==> config.mk <==
export PLATFORM = sky130hd
export DESIGN_NAME = pkt_rx_reader
export DESIGN_NICKNAME = d
export VERILOG_FILES = /design/src/rtl/pkt_rx_reader.sv
export SDC_FILE = /design/constraint.sdc
export NUM_CORES = 1
export LEC_CHECK = 0
export CAP_MARGIN = 20
export CORE_ASPECT_RATIO = 1.25
export CORE_MARGIN = 4
export CORE_UTILIZATION = 50
export CTS_CLUSTER_SIZE = 16
export DETAILED_ROUTE_END_ITERATION = 16
export PLACE_DENSITY = 0.76
export SYNTH_ARGS = -nofsm -noshare
export SYNTH_HDL_FRONTEND = slang
export SYNTH_SLANG_ARGS = --single-unit
==> constraint.sdc <==
create_clock -name clk -period 8.9 [get_ports clk]
set_clock_uncertainty 0.15 [all_clocks]
set_input_delay 1.78 -clock clk [delete_from_list [all_inputs] [get_ports clk]]
set_output_delay 1.78 -clock clk [all_outputs]
set_load 0.005 [all_outputs]
==> src/rtl/pkt_rx_reader.sv <==
// Pulls packets from a MAC receive port into a small output FIFO with framing repair.
// Define PKT_RX_READER_STATS_EN to build the packet/byte/error statistics counters.
module pkt_rx_reader #(
  parameter int FIFO_DEPTH = 4,
  parameter int MAX_WORDS  = 1200
) (
  input  logic        clk,
  input  logic        rst,
  input  logic        pkt_rx_avail,
  input  logic        pkt_rx_val,
  input  logic        pkt_rx_sop,
  input  logic        pkt_rx_eop,
  input  logic        pkt_rx_err,
  input  logic [2:0]  pkt_rx_mod,
  input  logic [63:0] pkt_rx_data,
  output logic        pkt_rx_ren,
  output logic [63:0] out_data,
  output logic [2:0]  out_mod,
  output logic        out_val,
  output logic        out_sop,
  output logic        out_eop,
  output logic        out_err,
  input  logic        out_rdy,
  output logic [31:0] pkt_cnt,
  output logic [31:0] byte_cnt,
  output logic [15:0] err_cnt,
  output logic [15:0] proto_err_cnt
);
  localparam int AW = $clog2(FIFO_DEPTH);
  localparam int CW = AW + 1;
  localparam int WW = $clog2(MAX_WORDS + 1);

  typedef enum logic [1:0] {IDLE, READ, DISCARD} state_t;

  typedef struct packed {
    logic [63:0] data;
    logic [2:0]  mod;
    logic        sop;
    logic        eop;
    logic        err;
  } entry_t;

  state_t        state, state_nxt;
  entry_t        mem [FIFO_DEPTH];
  entry_t        wr_entry, head;
  logic [AW-1:0] wr_ptr, rd_ptr;
  logic [CW-1:0] count;
  logic [CW:0]   used;
  logic          ren_q, in_pkt, any_err, any_err_this;
  logic          room, wr_en, pop, collide, trunc;
  logic [WW-1:0] word_cnt, words_this;

  // A read issued last cycle returns data this cycle, so it already claims a slot.
  assign used = {1'b0, count} + {{CW{1'b0}}, ren_q};
  assign room = used <= (CW+1)'(FIFO_DEPTH - 2);

  assign out_val  = (count != '0);
  assign pop      = out_val && out_rdy;
  assign head     = out_val ? mem[rd_ptr] : '0;
  assign out_data = head.data;
  assign out_mod  = head.mod;
  assign out_sop  = head.sop;
  assign out_eop  = head.eop;
  assign out_err  = head.err;

  always_comb begin
    // NOTE: every signal driven here gets a default first, so no latch can be inferred.
    wr_en    = 1'b0;
    collide  = 1'b0;
    wr_entry = '{data: pkt_rx_data, mod: pkt_rx_mod, sop: pkt_rx_sop,
                 eop: pkt_rx_eop, err: pkt_rx_err};
    if (pkt_rx_val && state != DISCARD) begin
      if (pkt_rx_sop) begin
        wr_en   = 1'b1;
        collide = in_pkt;
      end else if (in_pkt) begin
        wr_en = 1'b1;
      end
    end
    words_this   = pkt_rx_sop ? WW'(1) : word_cnt + WW'(1);
    any_err_this = (pkt_rx_sop ? 1'b0 : any_err) | pkt_rx_err;
    trunc        = wr_en && !pkt_rx_eop && (words_this == WW'(MAX_WORDS));
    // A sop inside a packet closes the unfinished one by flagging the new sop word.
    if (collide) wr_entry.err = 1'b1;
    if (trunc) begin
      wr_entry.eop = 1'b1;
      wr_entry.err = 1'b1;
      wr_entry.mod = 3'd0;
    end
  end

  always_comb begin
    state_nxt  = state;
    pkt_rx_ren = 1'b0;
    case (state)
      IDLE: if (pkt_rx_avail && room) state_nxt = READ;
      READ: begin
        pkt_rx_ren = !(pkt_rx_val && pkt_rx_eop) && room;
        if (trunc)                         state_nxt = DISCARD;
        else if (pkt_rx_val && pkt_rx_eop) state_nxt = IDLE;
      end
      DISCARD: begin
        pkt_rx_ren = !(pkt_rx_val && pkt_rx_eop);
        if (pkt_rx_val && pkt_rx_eop) state_nxt = IDLE;
      end
      default: state_nxt = IDLE;
    endcase
    if (rst) pkt_rx_ren = 1'b0;
  end

  // NOTE: registers use non-blocking assignments so all of them sample pre-edge values.
  always_ff @(posedge clk) begin
    if (rst) begin
      state    <= IDLE;
      wr_ptr   <= '0;
      rd_ptr   <= '0;
      count    <= '0;
      ren_q    <= 1'b0;
      in_pkt   <= 1'b0;
      word_cnt <= '0;
      any_err  <= 1'b0;
    end else begin
      state <= state_nxt;
      ren_q <= pkt_rx_ren;
      if (wr_en) begin
        wr_ptr   <= wr_ptr + AW'(1);
        in_pkt   <= !wr_entry.eop;
        word_cnt <= words_this;
        any_err  <= any_err_this;
      end
      if (pop) rd_ptr <= rd_ptr + AW'(1);
      case ({wr_en, pop})
        2'b10:   count <= count + CW'(1);
        2'b01:   count <= count - CW'(1);
        default: count <= count;
      endcase
    end
  end

  // NOTE: storage is not reset; the head is masked by out_val so stale entries never show.
  always_ff @(posedge clk) begin
    if (wr_en) mem[wr_ptr] <= wr_entry;
  end

`ifdef PKT_RX_READER_STATS_EN
  logic        orphan, last;
  logic [31:0] pkt_bytes;
  logic [31:0] pkt_cnt_q, byte_cnt_q;
  logic [15:0] err_cnt_q, proto_cnt_q;

  assign orphan    = pkt_rx_val && state != DISCARD && !pkt_rx_sop && !in_pkt;
  assign last      = wr_en && wr_entry.eop;
  assign pkt_bytes = ((32'(words_this) - 32'd1) << 3) +
                     ((wr_entry.mod == 3'd0) ? 32'd8 : 32'(wr_entry.mod));

  always_ff @(posedge clk) begin
    if (rst) begin
      pkt_cnt_q   <= '0;
      byte_cnt_q  <= '0;
      err_cnt_q   <= '0;
      proto_cnt_q <= '0;
    end else begin
      if (last) begin
        pkt_cnt_q  <= pkt_cnt_q + 32'd1;
        byte_cnt_q <= byte_cnt_q + pkt_bytes;
        if (any_err_this || trunc) err_cnt_q <= err_cnt_q + 16'd1;
      end
      if (orphan || collide) proto_cnt_q <= proto_cnt_q + 16'd1;
    end
  end

  assign pkt_cnt       = pkt_cnt_q;
  assign byte_cnt      = byte_cnt_q;
  assign err_cnt       = err_cnt_q;
  assign proto_err_cnt = proto_cnt_q;
`else
  assign pkt_cnt       = '0;
  assign byte_cnt      = '0;
  assign err_cnt       = '0;
  assign proto_err_cnt = '0;
`endif

endmodule

# [After elaboration in Yosys (flattened, before gate mapping)]
# Memory sizes are Yosys's and may differ from the RTL's. A register that Yosys moved wholly into a read port is not among the register bits.
# Index checks and enable logic that the tools add are counted.
[totals] regBits=22 ram_bits=280 input_bits=75 wordCells=56 n_memories=1
[memory_table] name="mem" depth=4 width=70 rd=1 rd_ports_with_merged_regs=1 write_ports=1 line="44" text="entry_t mem [FIFO_DEPTH];"
[classes] magnitude_cmp=1 addsub=6 n_reduce_logical=13 muxes=21 n_eq_ne=7
[op_table] cell="$mux 70" count=1
[op_table] cell="$mux 2" count=6
[op_table] cell="$add 11x1->11 const B" count=1
[op_table] cell="$eq 11x11->1 const B" count=1
[op_table] cell="$mux 11" count=1
[op_table] cell="$mux 1" count=9
[op_table] cell="$logic_and 1x1->1" count=7
[op_table] cell="$pmux 2 s3" count=1
[op_table] cell="$pmux 3 s2" count=1
[op_table] cell="$add 2x1->2 const B" count=2
[op_table] cell="$add 3x1->4" count=1
[op_table] cell="$eq 2x1->1 const B" count=2
[op_table] cell="$eq 2x2->1 const B" count=2
[op_table] cell="$le 4x2->1 const B" count=1
[op_table] cell="$ne 2x2->1 const B" count=2
[op_table] cell="$add 3x1->3 const B" count=1
[op_table] cell="$logic_not 1->1" count=3
[op_table] cell="$mux 3" count=1
[op_table] cell="$reduce_bool 3->1" count=1
[op_table] cell="$sub 3x1->3 const B" count=1
[op_table] cell="$logic_not 2->1" count=1
[op_table] cell="$pmux 1 s2" count=1
[op_table] cell="$reduce_bool 2->1" count=1

# [Logic depth before layout (Yosys ltp)]
# Gate-level depths: netlist of run 1.
[depth] word_depth=7 mapped_depth=12 ltp_nobuf=11

# [Least setup slack after synthesis of run 1]
# Ideal clock, no wire load.
[synth_path] path_kind="input to register" from="input pkt_rx_val" to="memory mem[0][0] (netlist bit) (enable)" n_path_buf=1 setup_slack_ns=4.328 arrival_ns=3.986 path_stages=4 cell_sequence="nand2b_1 > clkbuf_1 > nor2_2 > and2_1"
[synth_via] elab_chain_cells=4
[synth_lines] element="start, declared" line="10" text="input logic pkt_rx_val,"
[synth_lines] element="$logic_and 1x1->1" line="72" text="if (pkt_rx_val && state != DISCARD) begin"
[synth_lines] element="$mux 1" line="72"
[synth_lines] element="$mux 1" line="142" text="if (wr_en) mem[wr_ptr] <= wr_entry;"
[synth_lines] element="$mux 1 (implied by the code)" line="142"
[synth_lines] element="end, declared" line="44"
# Every way passes these cells.

# [Final worst setup path of run 1]
[layout_path] from="input rst" to="output pkt_rx_ren"
[layout_via] elab_chain_cells=1
[layout_lines] element="start, declared" line="8" text="input logic rst,"
[layout_lines] element="$mux 1" line="108" text="if (rst) pkt_rx_ren = 1'b0;"
[layout_lines] element="end, declared" line="16" text="output logic pkt_rx_ren,"
# Every way passes these cells.

==> flow_summary.json, run 1 <==
{
  "status": "complete, no violations",
  "yosys-top-cells-area": "edfxtp_1 (66%), mux4_2 (12%), buf_4 (5.6%)",
  "stdcell_count": 1241,
  "routabilityCongestion": 0.753,
  "synth.avg_cell_area_um2": 17.5,
  "grt_max_degree": 73,
  "netlist.area_leader.share": 0.655,
  "hold_ws_ns": 0.350,
  "ys_seq_area_frac": 0.693,
  "p_total_mw": 4.01,
  "grt_pass1_vias": 6536,
  "worstMarginPinSlew_ns": 0.880,
  "yosysWarnings": 0,
  "die_w_um": 151,
  "crit_type": "in2out",
  "fin_tns_setup_ns": 0,
  "cts.path.max_buffers": 3,
  "hold_viol_final": 0,
  "cts_setup_buffers": 0,
  "rsz0062_at_grt": "no",
  "antenna_found_initial": 3,
  "dieArea_mm2": 0.0283,
  "power.internal_mw": 3.02,
  "ys_ff_latch": 304,
  "fmax_ghz": 0.179,
  "dp_cells": 1187,
  "cts_tree": "done",
  "cts_buffers": 28,
  "coreArea_mm2": 0.0253,
  "layout.nets": 971,
  "clockPowerShare": 0.315,
  "vias": 6459,
  "grt_pass1_wl_um": 37000,
  "dpl.hpwl_um": 14400,
  "cts-root-buf": "clkbuf_16",
  "fin_crit_sh": 0.629,
  "synthTopCellsByCount": "edfxtp_1 (280), buf_4 (96), and2_1 (79)",
  "overflow": 0,
  "swShare": 0.246,
  "multiInputGateArea_mm2": 0.00341,
  "path_clk_slew_ns": 0.06,
  "drcViolationCount": 0,
  "power_density_mw_per_mm2": 262,
  "seq_power_share": 0.418,
  "post-route-min-period_ns": 5.60,
  "grtUsageTotal": 0.169,
  "syn_inst": 734,
  "yosysMostFrequentCell": "edfxtp_1",
  "area_growth_pct": 19.2,
  "ant_nets": 0,
  "synth_top_area_cell": "edfxtp_1",
  "crit_path_start_kind": "input port",
  "max-vdd-ir-drop_mv": 0.171,
  "drt_iter0_markers": 323,
  "slew_headroom": 0.412,
  "via_per_inst": 5.20,
  "drt-total-wl_um": 24000,
  "htreeDepth": 1,
  "power.switching_mw": 0.988,
  "worstSkewPairLatency_ns": 0.53,
  "async_reset_ff_frac": 0,
  "p_comb_frac": 0.267,
  "required_ns": 6.97,
  "port_buffers": 146,
  "drv_cap": 0,
  "endpoint_kind": "output port",
  "ioPinCount": 243,
  "cts_resized": 0,
  "nFillCells": 1839,
  "seqCellArea_mm2": 0.00890,
  "synth_area_mm2": 0.0128,
  "start_util": 0.507,
  "crit_arrival_ns": 3.67,
  "drt_pass1_iterations": 5,
  "ctsHoldBuffers": 0,
  "critPathMaxFanout": 25,
  "synth_cell_types": 49,
  "clock-sinks": 304,
  "drive_gt1_frac": 0.156,
  "fin_util": 0.605,
  "setup_viol": 0,
  "p_leak_nw": 5.06,
  "synth_edf_count": 280,
  "synth_flop_cell": "edfxtp_1",
  "hp-class": "reg2reg",
  "num_rows": 65,
  "wl_per_cell_um": 19.3,
  "drv_slew": 0,
  "die_h_um": 187
}
## worst paths after layout
path             start    endpoint  slack, ns  cells after the start
min          wr_ptr[1]   wr_ptr[1]       0.35                      2
max reg2reg   state[0]  mem[0][23]       5.69                      6
min reg2reg  wr_ptr[1]   wr_ptr[1]       0.35                      2
max                rst  pkt_rx_ren       3.30                      3
## cell usage in the layout (no fill, tap or decap), types with 13 or more instances in the layout
master | synthesis | layout
and2_1 | 79 | 75
edfxtp_1 | 280 | 280
o21ai_0 | 13 | 13
clkbuf_16 | 0 | 29
conb_1 | 1 | 96
a21oi_1 | 20 | 20
nor2_1 | 18 | 18
clkdlybuf4s50_1 | 0 | 146
mux4_2 | 70 | 70
dfxtp_1 | 24 | 22
## stage by stage
stage / setup WS, ns / instance area [um^2]
detailed placement: 3.31 / 14300
global route: 3.20 / 15300
floorplan: 4.33 / 13200
CTS: 3.29 / 15300
global placement: 3.29 / 14300
finish: 3.30 / 15300
## critical path, cell delays in order
cell and delay, ns:
clkdlybuf4s50_1 0.86, nor4bb_1 0.46, clkdlybuf4s50_1 0.56
## final cells by class
cell class	count	share of cell area
well taps	335	0.0274
flip-flops and latches	304	0.582
clock inverters	16	0.0141
clock buffers	36	0.0511
diodes	1	0.000164
multi-input cells	386	0.223
inverters	10	0.00245
repair buffers	153	0.100
## metal layers
layer,GRT usage,share of wire,routed length (um)
met1,0.215,0.39,9260
met2,0.298,0.53,12600
met3,0.0267,0.062,1480
met4,0.0461,0.025,603
met5,0,0.00092,22
## flip-flops by register name, summed over array words and instances (netlist names), named ones only
register and count:
ren_q 1, rd_ptr 2, mem 280, count 3
wr_ptr 2, state 2, in_pkt 1, word_cnt 11
## power by group through the flow
stage,registers [mW],logic [mW],clock network [mW]
after detailed placement,1.73,1.07,0
after global routing,1.69,1.17,1.36
after floorplan,1.66,0.623,0
after global placement,1.73,1.07,0
after CTS,1.70,1.08,1.29
final,1.68,1.07,1.26
## kinds of logic after synthesis
logic type                 share of synthesized area
DFF                                            0.693
and+or+nand+nor                               0.0683
buffers and inverters                         0.0701
muxes                                          0.124
AOI/OAI and AO/OA                             0.0248
adders and majority gates                     0.0133
xor gates and xnor gates                     0.00683
other                                       0.000292
Power figures use the tool's default switching activity.
==> run 2: changes to the inputs <==
--- a/config.mk
+++ b/config.mk
@@ -8,10 +8,10 @@
 export CAP_MARGIN = 20
 export CORE_ASPECT_RATIO = 1.25
 export CORE_MARGIN = 4
-export CORE_UTILIZATION = 50
+export CORE_UTILIZATION = 47
 export CTS_CLUSTER_SIZE = 16
 export DETAILED_ROUTE_END_ITERATION = 16
-export PLACE_DENSITY = 0.76
+export PLACE_DENSITY = 0.75
 export SYNTH_ARGS = -nofsm -noshare
 export SYNTH_HDL_FRONTEND = slang
 export SYNTH_SLANG_ARGS = --single-unit
==> constraint.sdc (replaced) <==
create_clock -name clk -period 4.6 [get_ports clk]
set_clock_uncertainty 0.15 [all_clocks]
set_input_delay 0.92 -clock clk [delete_from_list [all_inputs] [get_ports clk]]
set_output_delay 0.92 -clock clk [all_outputs]
set_load 0.005 [all_outputs]
==> flow_summary.json, run 2 (synthesis gave the netlist of run 1 again) <==
{
  "cts.path.max_buffers": 3,
  "cpLargestDelayFamily": "simple AND/OR/NAND/NOR gates",
  "cts_buffers": 28,
  "hold_viol_final": 0,
  "setup_ws_ns": 0.736,
  "start_util": 0.478,
  "p_leak_nw": 5.05,
  "fin_util": 0.570,
  "crit_path_start_kind": "flip-flop",
  "die_w_um": 156,
  "cts_setup_buffers": 0,
  "grt_pass1_vias": 6473,
  "cts-root-buf": "clkbuf_16",
  "drt_iter0_markers": 314,
  "max-vdd-ir-drop_mv": 0.245,
  "max_stage_delay_ns": 0.93,
  "wl_per_cell_um": 18.8,
  "grt_pass1_wl_um": 36300,
  "vias": 6417,
  "grtUsageTotal": 0.156,
  "area_growth_pct": 19.2,
  "post-route-min-period_ns": 3.86,
  "cts_resized": 0,
  "setup_viol": 0,
  "drv_slew": 0,
  "cts_tree": "done",
  "ant_nets": 0,
  "drt_pass1_iterations": 4,
  "overflow": 0,
  "die_h_um": 193,
  "routabilityCongestion": 0.812,
  "crit_arrival_ns": 2.79,
  "largestRegisters": "mem (280), word_cnt (11), count (3)",
  "ctsHoldBuffers": 0,
  "drt-total-wl_um": 23500,
  "drive_gt1_frac": 0.150,
  "num_rows": 67,
  "via_per_inst": 5.11,
  "port_buffers": 146,
  "crit_chain": "or3_2, buf_4, and2_1, clkdlybuf4s50_1",
  "crit_type": "reg2out",
  "mostFrequentLayoutCells": "edfxtp_1 (280), clkdlybuf4s50_1 (146), conb_1 (96)",
  "antenna_found_initial": 3,
  "slew_headroom": 0.336,
  "required_ns": 3.53,
  "multiInputGateArea_mm2": 0.00341,
  "crit_buf_inv": 2,
  "largest-register": "mem",
  "rsz0062_at_grt": "no",
  "power_density_mw_per_mm2": 494,
  "dieArea_mm2": 0.0300,
  "drcViolationCount": 0,
  "critPathMaxFanout": 55,
  "fin_tns_setup_ns": 0,
  "status": "complete, no violations",
  "drv_cap": 0,
  "htreeDepth": 1,
  "fin_crit_sh": 0.840,
  "layout.nets": 975,
  "p_total_mw": 7.55,
  "ioPinCount": 243,
  "path_clk_slew_ns": 0.07,
  "nFillCells": 2115,
  "worstMarginPinSlew_ns": 0.996,
  "dpl_worst_slack_ns": 1.09,
  "dpl.hpwl_um": 15000,
  "clock-sinks": 304,
  "worst_path_max_delay_cell": "or3_2",
  "grt_max_degree": 71,
  "endpoint_kind": "output port",
  "hp-class": "reg2reg",
  "worstSkewPairLatency_ns": 0.52,
  "coreArea_mm2": 0.0268,
  "fmax_ghz": 0.259,
  "largest_reg_flops": 280,
  "mostFrequentLayoutCell": "edfxtp_1",
  "seqCellArea_mm2": 0.00890
}
run 2: cell types whose count changed in the layout (fill, tap and decap cells not counted), sizes merged:
cell,before,now
inv,11,10
clkinvlp,3,0
clkbuf,36,39
bufinv,5,2
buf,7,11
clkinv,7,11
run 2: final cells by class:
class                   count  area share
diodes                      1    0.000164
clock buffers              39      0.0512
clock inverters            13     0.00728
inverters                  10     0.00245
multi-input cells         386       0.223
flip-flops and latches    304       0.582
well taps                 345      0.0282
repair buffers            157       0.106
run 2: power breakdown:
part / switching, mW / internal (mW) / leakage [nW]
Combinational: 0.878 / 1.26 / 1.87
Clock: 0.911 / 1.30 / 0.439
Sequential: 0.0740 / 3.12 / 2.74
Total: 1.86 / 5.68 / 5.05
run 2: worst paths after layout:
kind / from / endpoint / slack, ns / depth (start not counted)
worst max-delay path: count[2] / out_data[60] / 0.74 / 4
worst min-delay path: wr_ptr[1] / wr_ptr[1] / 0.35 / 2
worst max register to register: count[2] / count[2] / 1.62 / 8
worst min register to register: wr_ptr[1] / wr_ptr[1] / 0.35 / 2
run 2: through the flow:
step	area, um^2	instances	hold slack (ns)
5_1_grt	15300	1255	0.375
6_report	15300	1255	0.350
2_1_floorplan	13200	829	0.319
3_5_place_dp	14400	1202	0.337
4_1_cts	15300	1254	0.346
3_3_place_gp	14400	1202	0.354
run 2: worst register-to-register path: stages, from the launching register on:
cell and delay [ns]:
dfxtp_1 0.39, or3_2 0.81, and2_1 0.32, ha_1 0.20, inv_1 0.06, fa_1 0.37
xor2_1 0.15, or3_1 0.31, a21oi_1 0.15
run 2: metal layers:
metal  vias up  track usage  share of wire
li1       2924            -              -
met1      3216        0.199           0.39
met2       231        0.276           0.52
met3        42       0.0294          0.067
met4         4       0.0401          0.022
met5         -            0         0.0011
